## config.mk

```make
export PLATFORM = sky130hd
export DESIGN_NAME = vector_chain_sequencer
export DESIGN_NICKNAME = d
export VERILOG_FILES = /design/src/rtl/vector_chain_sequencer_pkg.sv /design/src/rtl/vector_chain_sequencer_fifo.sv /design/src/rtl/vector_chain_sequencer.sv
export SDC_FILE = /design/constraint.sdc
export NUM_CORES = 2
export LEC_CHECK = 0
export ABC_AREA = 1
export CAP_MARGIN = 20
export CORE_MARGIN = 4
export CORE_UTILIZATION = 47
export CTS_CLUSTER_DIAMETER = 40
export DETAILED_ROUTE_END_ITERATION = 7
export GPL_ROUTABILITY_DRIVEN = 0
export PLACE_DENSITY_LB_ADDON = 0.12
export REMOVE_ABC_BUFFERS = 1
export SYNTH_ARGS = -nofsm -noshare
export SYNTH_HDL_FRONTEND = slang
export SYNTH_HIERARCHICAL = 1
export SYNTH_SLANG_ARGS = --single-unit
```

## constraint.sdc

```tcl
create_clock -name clk -period 25.1 [get_ports clk]
set_input_delay 3.765 -clock clk [delete_from_list [all_inputs] [get_ports clk]]
set_output_delay 3.765 -clock clk [all_outputs]
set_load 0.005 [all_outputs]
```

## src/rtl/vector_chain_sequencer_pkg.sv

```systemverilog
// Shared types and constants for the vector chain sequencer and its input buffer.
package vector_chain_sequencer_pkg;

    localparam int unsigned VCS_N          = 8;
    localparam int unsigned VCS_DATA_WIDTH = 32;
    localparam int unsigned VCS_MAX_CHAINS = 4;
    localparam int unsigned VCS_CHAIN_ID_W = $clog2(VCS_MAX_CHAINS);

    typedef logic [VCS_CHAIN_ID_W-1:0] chain_id_t;
    typedef logic [VCS_DATA_WIDTH-1:0] lane_t;
    typedef lane_t [VCS_N-1:0]         vec_t;

    // Issue FSM encoding
    typedef logic [0:0] state_t;
    localparam state_t IDLE  = 1'b0;
    localparam state_t ISSUE = 1'b1;

    localparam logic [7:0] CFG_NUM_CHAINS_ID = 8'd0;

    // Zero means one chain; anything above the hardware limit saturates.
    function automatic logic [7:0] clamp_chains(input logic [7:0] data,
                                                input logic [7:0] max_chains);
        if (data == 8'd0) begin
            return 8'd1;
        end
        if (data > max_chains) begin
            return max_chains;
        end
        return data;
    endfunction

endpackage

```

## src/rtl/vector_chain_sequencer_fifo.sv

```systemverilog
// Synchronous FIFO holding {eof, vector} entries; head is readable without a pop.
module vector_fifo #(
    parameter int unsigned WIDTH = 257,
    parameter int unsigned DEPTH = 4
) (
    input  logic                     clk,
    input  logic                     rst_n,
    input  logic                     push,
    input  logic                     pop,
    input  logic [WIDTH-1:0]         wdata,
    output logic [WIDTH-1:0]         rdata_c,
    output logic                     full_c,
    output logic                     empty_c,
    output logic [$clog2(DEPTH):0]   count
);

    localparam int unsigned PTR_W = $clog2(DEPTH);
    localparam int unsigned CNT_W = PTR_W + 1;

    logic [WIDTH-1:0] mem [DEPTH];
    logic [PTR_W-1:0] wr_ptr;
    logic [PTR_W-1:0] rd_ptr;
    logic             do_push;
    logic             do_pop;

    assign full_c  = (count == CNT_W'(DEPTH));
    assign empty_c = (count == '0);
    assign do_push = push && !full_c;
    assign do_pop  = pop && !empty_c;
    assign rdata_c = mem[rd_ptr];

    // Storage is data-only; validity is tracked by count, so no reset needed.
    always_ff @(posedge clk) begin
        if (do_push) begin
            mem[wr_ptr] <= wdata;
        end
    end

    // Pointers wrap naturally since DEPTH is a power of two.
    always_ff @(posedge clk or negedge rst_n) begin
        if (!rst_n) begin
            wr_ptr <= '0;
            rd_ptr <= '0;
            count  <= '0;
        end else begin
            if (do_push) begin
                wr_ptr <= wr_ptr + PTR_W'(1);
            end
            if (do_pop) begin
                rd_ptr <= rd_ptr + PTR_W'(1);
            end
            case ({do_push, do_pop})
                2'b10:   count <= count + CNT_W'(1);
                2'b01:   count <= count - CNT_W'(1);
                default: count <= count;
            endcase
        end
    end

endmodule

```

## src/rtl/vector_chain_sequencer.sv

```systemverilog
// Buffers trace vectors and replays each once per active chain (chainId 0..K-1)
// towards the vector-vector ALU; K is written over the shared config bus.
module vector_chain_sequencer
    import vector_chain_sequencer_pkg::*;
#(
    parameter int unsigned N                  = VCS_N,
    parameter int unsigned DATA_WIDTH         = VCS_DATA_WIDTH,
    parameter int unsigned MAX_CHAINS         = VCS_MAX_CHAINS,
    parameter int unsigned FIFO_DEPTH         = 4,
    parameter logic [7:0]  PERSONAL_CONFIG_ID = CFG_NUM_CHAINS_ID,
    parameter int unsigned INITIAL_NUM_CHAINS = 1
) (
    input  logic                                clk,
    input  logic                                rst_n,
    input  logic                                tracing,
    input  logic [7:0]                          configId,
    input  logic [7:0]                          configData,
    input  logic                                valid_in,
    input  logic                                eof_in,
    input  logic [N-1:0][DATA_WIDTH-1:0]        vector_in,
    output logic                                ready_out,
    output logic [N-1:0][DATA_WIDTH-1:0]        vector_out,
    output logic [$clog2(MAX_CHAINS)-1:0]       chainId_out,
    output logic                                valid_out,
    output logic                                eof_out,
    output logic                                overflow
);

    localparam int unsigned CID_W   = $clog2(MAX_CHAINS);
    localparam int unsigned K_W     = CID_W + 1;
    localparam int unsigned VEC_W   = N * DATA_WIDTH;
    localparam int unsigned ENTRY_W = VEC_W + 1;
    localparam int unsigned CNT_W   = $clog2(FIFO_DEPTH) + 1;

    logic [K_W-1:0]               k_cfg;
    logic [ENTRY_W-1:0]           fifo_rdata_c;
    logic                         fifo_full_c;
    logic                         fifo_empty_c;
    logic [CNT_W-1:0]             fifo_count;
    logic                         push_c;
    logic                         pop_c;
    logic                         last_c;

    state_t                       state,      state_nxt;
    logic [CID_W-1:0]             idx,        idx_nxt;
    logic [K_W-1:0]               k_lat,      k_lat_nxt;
    logic [N-1:0][DATA_WIDTH-1:0] head_vec,   head_vec_nxt;
    logic                         head_eof,   head_eof_nxt;
    logic [N-1:0][DATA_WIDTH-1:0] vec_nxt;
    logic [CID_W-1:0]             chain_nxt;
    logic                         valid_nxt;
    logic                         eof_nxt;

    assign ready_out = !fifo_full_c;
    assign push_c    = valid_in && ready_out;
    assign last_c    = (K_W'(idx) == k_lat - K_W'(1));

    vector_fifo #(
        .WIDTH (ENTRY_W),
        .DEPTH (FIFO_DEPTH)
    ) u_fifo (
        .clk     (clk),
        .rst_n   (rst_n),
        .push    (push_c),
        .pop     (pop_c),
        .wdata   ({eof_in, vector_in}),
        .rdata_c (fifo_rdata_c),
        .full_c  (fifo_full_c),
        .empty_c (fifo_empty_c),
        .count   (fifo_count)
    );

    // Chain count register; only sampled when a new vector is popped.
    always_ff @(posedge clk or negedge rst_n) begin
        if (!rst_n) begin
            k_cfg <= K_W'(INITIAL_NUM_CHAINS);
        end else if (configId == PERSONAL_CONFIG_ID) begin
            k_cfg <= K_W'(clamp_chains(configData, 8'(MAX_CHAINS)));
        end
    end

    // Sticky drop flag: a valid vector arrived while the buffer was full.
    always_ff @(posedge clk or negedge rst_n) begin
        if (!rst_n) begin
            overflow <= 1'b0;
        end else if (valid_in && (fifo_count == CNT_W'(FIFO_DEPTH))) begin
            overflow <= 1'b1;
        end
    end

    always_ff @(posedge clk or negedge rst_n) begin
        if (!rst_n) begin
            state       <= IDLE;
            idx         <= '0;
            k_lat       <= K_W'(1);
            head_vec    <= '0;
            head_eof    <= 1'b0;
            vector_out  <= '0;
            chainId_out <= '0;
            valid_out   <= 1'b0;
            eof_out     <= 1'b0;
        end else begin
            state       <= state_nxt;
            idx         <= idx_nxt;
            k_lat       <= k_lat_nxt;
            head_vec    <= head_vec_nxt;
            head_eof    <= head_eof_nxt;
            vector_out  <= vec_nxt;
            chainId_out <= chain_nxt;
            valid_out   <= valid_nxt;
            eof_out     <= eof_nxt;
        end
    end

    // Pausing (tracing=0) holds everything except the issue strobes.
    always_comb begin
        state_nxt    = state;
        idx_nxt      = idx;
        k_lat_nxt    = k_lat;
        head_vec_nxt = head_vec;
        head_eof_nxt = head_eof;
        vec_nxt      = vector_out;
        chain_nxt    = chainId_out;
        valid_nxt    = 1'b0;
        eof_nxt      = 1'b0;
        pop_c        = 1'b0;

        case (state)
            IDLE: begin
                if (tracing && !fifo_empty_c) begin
                    pop_c     = 1'b1;
                    state_nxt = ISSUE;
                end
            end
            ISSUE: begin
                if (tracing) begin
                    valid_nxt = 1'b1;
                    vec_nxt   = head_vec;
                    chain_nxt = idx;
                    eof_nxt   = head_eof && last_c;
                    if (last_c) begin
                        if (!fifo_empty_c) begin
                            pop_c = 1'b1;
                        end else begin
                            state_nxt = IDLE;
                        end
                    end else begin
                        idx_nxt = idx + CID_W'(1);
                    end
                end
            end
            default: state_nxt = IDLE;
        endcase

        // A pop loads the next vector and snapshots the configured chain count.
        if (pop_c) begin
            head_vec_nxt = fifo_rdata_c[VEC_W-1:0];
            head_eof_nxt = fifo_rdata_c[VEC_W];
            k_lat_nxt    = k_cfg;
            idx_nxt      = '0;
        end
    end

endmodule

```

* Yosys cells after proc, flatten, opt, wreduce, memory -nomap -nowiden
Memories as Yosys holds them, arrays and structs flattened. A register that Yosys moved wholly into a read port is not among the register bits.
Cells that the tools add are included.
** Word-level totals
- Register bits :: 277
- RAM bits :: 1028
- Bits of input ports :: 277
- Output and inout port bits :: 262
- Word-level logic and storage cells :: 78
- Memories kept :: 1
** Memories
- u_fifo.mem :: words 4, width 257, read ports 1, clocked after Yosys merged registers in 1, wr ports 1, line vector_chain_sequencer_fifo.sv:20 : logic [WIDTH-1:0] mem [DEPTH];
** Cells by class
- $add $sub $neg :: 6
- Magnitude comparators :: 1
- Equal/unequal tests :: 5
- Multiplexer cells :: 28
- Bitwise gates (word level) :: 1
- Reduce and logical (&&, ||, !) cells :: 17
** Operators with widths (number)
- 1-bit 2-to-1 mux :: 17
- 8-bit logical NOT :: 2
- 3-bit 2-to-1 mux :: 4
- 8-bit by 3-bit greater-than comparator with 1-bit output (second input constant) :: 1
- 2-bit 2-to-1 mux :: 4
- 2-bit by 1-bit adder with 2-bit output (second input constant) :: 3
- 1-bit logical AND :: 6
- 3-bit case mux with 2 select lines :: 1
- 2-bit nonzero test :: 3
- 3-bit by 1-bit subtractor with 3-bit output (second input constant) :: 2
- 1-bit case mux with 2 select lines :: 2
- 3-bit by 1-bit adder with 3-bit output (second input constant) :: 1
- 2-bit by 3-bit == test with 1-bit output :: 1
- 3-bit == test (second input constant) :: 1
- 1-bit logical NOT :: 3
- 3-bit logical NOT :: 1
- 3-bit AND reduction :: 1
- 2-bit by 1-bit == test with 1-bit output (second input constant) :: 1
- 2-bit == test (second input constant) :: 1
- 2-bit by 1-bit inequality test with 1-bit output (second input constant) :: 1
- 2-bit AND reduction :: 1
- 1-bit inverter :: 1

* Logic depth before layout (Yosys ltp)
- Depth in word-level cells :: 8
- Depth in mapped cells :: 21

* Hierarchy
Netlist, hierarchy kept.
** Modules (own cells, without submodules)
- vector_fifo :: instances 1, cells each 3060, area each 41392.2 um2, sequential area each 31044.8 um2
- vector_chain_sequencer :: instances 1, cells each 2195, area each 19950.4 um2, sequential area each 13190.2 um2

* Least setup slack after synthesis
No wires, ideal clock.
- Kind :: in2reg
- From :: in valid_in
- To :: mem u_fifo.mem[0][0], enable pin
- Library setup time :: 0.881 ns
- Arrival :: 14.752 ns
- Slack :: 9.467 ns
- Stages :: 4
- Cells stage by stage :: inv_1 nor2_1 nand2_1 nor2_1
** On the way
- Cells in the longest elaborated chain, start to end :: 4
** RTL lines
- from (decl) :: line vector_chain_sequencer.sv:18 : input logic valid_in,
- 1-bit logical AND :: line vector_chain_sequencer.sv:55 : assign push_c = valid_in && ready_out;
- via push_c :: line vector_chain_sequencer.sv:40 : logic push_c;
- 1-bit logical AND :: line vector_chain_sequencer_fifo.sv:28 : assign do_push = push && !full_c;
- 1-bit 2-to-1 mux :: line vector_chain_sequencer_fifo.sv:34 : if (do_push) begin
- 1-bit 2-to-1 mux (implied by the code) :: line vector_chain_sequencer_fifo.sv:35 : mem[wr_ptr] <= wdata;
- to (decl) :: line vector_chain_sequencer_fifo.sv:20
The timed path passes the listed nets, and every way through them passes these cells.

* Worst setup path in the final report
- From :: in valid_in
- To :: mem u_fifo.mem[1][141], enable pin
Same word-level chain as after synthesis.

==> qor.yml <==
power:
  net-switching-power_w: 0.00294
  max-vdd-ir-drop_uv: 93.5
  p_seq_frac: 0.421
  power.density_mw_per_mm2: 124
  share_comb_of_total_power: 0.264
  power.static_leakage_nw: 31.8
  clockPowerShare: 0.315
  power.switching_fraction: 0.319
  internal_power_w: 0.00627
routing:
  avgRoutedWirePerCell_um: 18.4
  route.detailed.drc: 0
  first_pass_iters: 6
  number_of_design_rule_violations_left_by_the_first_detailed_router_iteration: 2684
  drt-vias-per-instance: 4.93
  dr_total_vias: 38100
  antenna_left: 0
  detail_route.wirelength_um: 142000
cts:
  clkLatencyLatePin_ns: 0.78
  clock_sinks: 1562
  cts-hold-fix-buffers: 0
  cts_max_level: 4
  path_clk_slew_ns: 0.05
  cts_made_buffers: 202
  cts.repair_timing.setup_buffer_count: 0
  cts_tree: "done"
  cts_repair_resize_count: 0
  cts-root-buf: "clkbuf_16"
  ctsLongestPathBuffers: 3
finish:
  cell_count_final_fillers_out: 7716
  layout_cell_area_excl_fill_mm2: 0.0744
  fillerInstances: 10700
  fin_nets: 6044
  regArea_mm2: 0.0442
  areaGrowthSynthToFinish_pct: 21.3
  multi_input_area_mm2: 0.0128
  share_of_final_layout_standard_cells_stronger_than_drive_strength_1: 0.0682
critical_path:
  rr_endpoint: "head_vec[118]"
  critical_path.most_common_cell: "buf_4"
  cp_max_fo: 54
  crit_path_end_kind: "register"
  critical_path.reg2reg.startpoint: "u_fifo/rd_ptr[0]"
  criticalPathCategory: "primary input to register"
  worst-path-buf-inv: 4
  critical-path-max-stage-delay_ns: 0.84
  timing.critical_path.cells: "clkdlybuf4s50_1 -> inv_1 -> nor2_1 -> nand2_1 -> nor2_4 -> buf_4 -> buf_4"
  crit_path_start_kind: "primary input"
  rr_worst_depth: 12
  timing.critical_path.arrival_ns: 7.34
  ff2ff_setup_slack_ns: 20.10
  worst-endpoint-required_ns: 25.50
  timing.critical_path.slowest_stage_cell: "buf_4"
  path_delay_family: "buffers and inverters"
synthesis:
  yosys_register_bits: 1562
  synth_cell_types: 27
  synth.yosys.warnings: 6
  yosysSeqAreaShare: 0.721
  syn_avg_cell_area_um2: 11.7
  number_of_standard_cells_after_synthesis: 5255
  synth.cell_area_mm2: 0.0613
status:
  outcome: "complete, no violations"
global_routing:
  grt_pass1_vias: 37500
  grt.total_usage: 0.209
  global_route_wire_length_before_repair_um: 220000
  grt_max_degree: 192
  grt_antenna_before_repair: 49
  grt-ovfl-total: 0
timing:
  final-hold-violation-count: 0
  grt_setup_unrepaired: "false"
  slew_violations: 0
  measured_slew_at_the_worst_slew_check_pin_ns: 1.19
  layout_worst_path_cycle_share: 0.277
  worst_clock_skew_ns: 0.0222
  holdWs_ns: 0.462
  highest_attainable_clock_frequency_ghz: 0.144
  timing.final.setup_violations: 0
  max-slew-margin-rel: 0.210
  final.setup.tns_ns: 0
  period_needed_ns: 6.94
floorplan:
  io_pins: 539
  floorplan.die.width_um: 369
  floorplan.die.height_um: 369
  design.die.area_mm2: 0.136
  core_region_area_mm2: 0.130
  initial_core_util: 0.473
  row_count: 132
worst_hold_path:
  hold_path_end: "vector_out[177]"
  worstHoldPathCells: 2
  timing.hold.worst.start: "head_vec[177]"
  worst_hold_path_type: "register to register"
placement:
  dpl.cell_count: 7296
  place.detailed.hpwl_um: 81000
  dpl-instance-area_mm2: 0.0673
  buffers_on_ports: 538
job:
  max-cap-violations: 0
==> stage by stage <==
| stage | setup slack (ns) | power (W) | util |
|---|---|---|---|
| final | 18.16 | 0.00921 | 0.574 |
| after CTS | 18.18 | 0.00933 | 0.573 |
| after detailed placement | 17.32 | 0.00639 | 0.519 |
| after floorplan | 9.47 | 0.00557 | - |
| after global routing | 18.01 | 0.00978 | 0.574 |
| after global placement | 17.36 | 0.00635 | 0.519 |
==> synth_stat cells, drive strengths merged <==
library cell,count,area [µm²]
o21bai,1,7.51
nand3,11,60.1
nor3,1,5.00
a31o,1,8.76
fa,1,20.0
buf,207,1800
nand4,1,6.26
o211ai,514,3860
dfstp,2,52.6
inv,609,2290
ha,6,75.1
clkbuf,77,289
xnor2,3,26.3
a21oi,4,20.0
nand2,2114,7950
dfrtp,532,13300
nor2,15,56.3
edfxtp,1028,30900
o21ai,128,641
==> worst min-delay path, stage by stage, from the launching register on <==
cell,delay (ns)
dfrtp_1,0.34
nand2_1,0.05
nand2_1,0.04
==> worst max-delay path by stage <==
stage                  start            endpoint  slack [ns]  depth (start not counted)
floorplan           valid_in    u_fifo/mem[0][0]        9.47                          4
global placement    valid_in  u_fifo/mem[1][169]       17.36                          7
detailed placement  valid_in  u_fifo/mem[1][214]       17.32                          7
CTS                 valid_in  u_fifo/mem[1][131]       18.18                          7
global route        valid_in  u_fifo/mem[1][231]       18.01                          7
finish              valid_in  u_fifo/mem[1][141]       18.16                          7
==> cell type report <==
cell class                      count  share of cell area
Clock buffer                      262              0.0769
Multi-Input combinational cell   2800               0.172
Sequential cell                  1562               0.594
Clock inverter                    120              0.0167
Timing Repair Buffer              585              0.0785
Inverter                          609              0.0312
Antenna cell                       36             0.00121
Tap cell                         1742              0.0293
==> power by group through the flow <==
stage	combinational [W]	clock [W]	sequential, W
after floorplan	0.00155	0	0.00402
after global placement	0.00244	0	0.00392
after detailed placement	0.00247	0	0.00392
after CTS	0.00248	0.00296	0.00388
after global routing	0.00275	0.00308	0.00395
final	0.00243	0.00290	0.00388
==> state kept, by name, indices dropped and copies added, names as in the netlist <==
signal / cells
u_fifo/mem: 1028
head_vec: 256
vector_out: 256
k_cfg: 3
k_lat: 3
u_fifo/count: 3
chainId_out: 2
idx: 2
u_fifo/rd_ptr: 2
u_fifo/wr_ptr: 2
eof_out: 1
head_eof: 1
overflow: 1
state: 1
valid_out: 1
==> metal layers <==
| metal | wire (µm) | vias up | part of all wire | track usage |
|---|---|---|---|---|
| li1 | - | 18500 | - | - |
| met4 | 2950 | 28 | 0.021 | 0.0635 |
| met2 | 67800 | 823 | 0.48 | 0.339 |
| met1 | 61900 | 18500 | 0.43 | 0.275 |
| met5 | 184 | - | 0.0013 | 0 |
| met3 | 9460 | 211 | 0.066 | 0.0567 |
==> cells by family after synthesis <==
group | after synthesis | share of synthesized area
AO/OA/AOI/OAI | 648 | 0.0739
XOR/XNOR | 3 | 0.000428
adder cells (fa/ha/maj) | 7 | 0.00155
buffers and inverters | 893 | 0.0713
flip-flops | 1562 | 0.721
AND/OR/NAND/NOR | 2142 | 0.132
==> cell usage in the layout, fill, tap and decap left out, types with 6 or more instances in the layout <==
| master | Yosys | final |
|---|---|---|
| ha_1 | 6 | 6 |
| clkinv_1 | 0 | 15 |
| clkinv_4 | 0 | 14 |
| buf_4 | 11 | 40 |
| inv_6 | 0 | 12 |
| clkinv_2 | 0 | 27 |
| bufinv_16 | 0 | 17 |
| clkdlybuf4s50_1 | 0 | 537 |
| clkbuf_8 | 0 | 23 |
| edfxtp_1 | 1028 | 1028 |
| diode_2 | 0 | 36 |
| dfrtp_1 | 532 | 531 |
| clkinvlp_4 | 0 | 22 |
| o211ai_1 | 514 | 514 |
| nor2_1 | 15 | 11 |
| clkbuf_16 | 0 | 212 |
| nand2_1 | 2112 | 2111 |
| clkbuf_1 | 77 | 26 |
| o21ai_1 | 42 | 42 |
| inv_8 | 0 | 8 |
| inv_1 | 605 | 605 |
| o21ai_0 | 86 | 86 |
| nand3_1 | 10 | 10 |
Power figures use the tool's default switching activity.
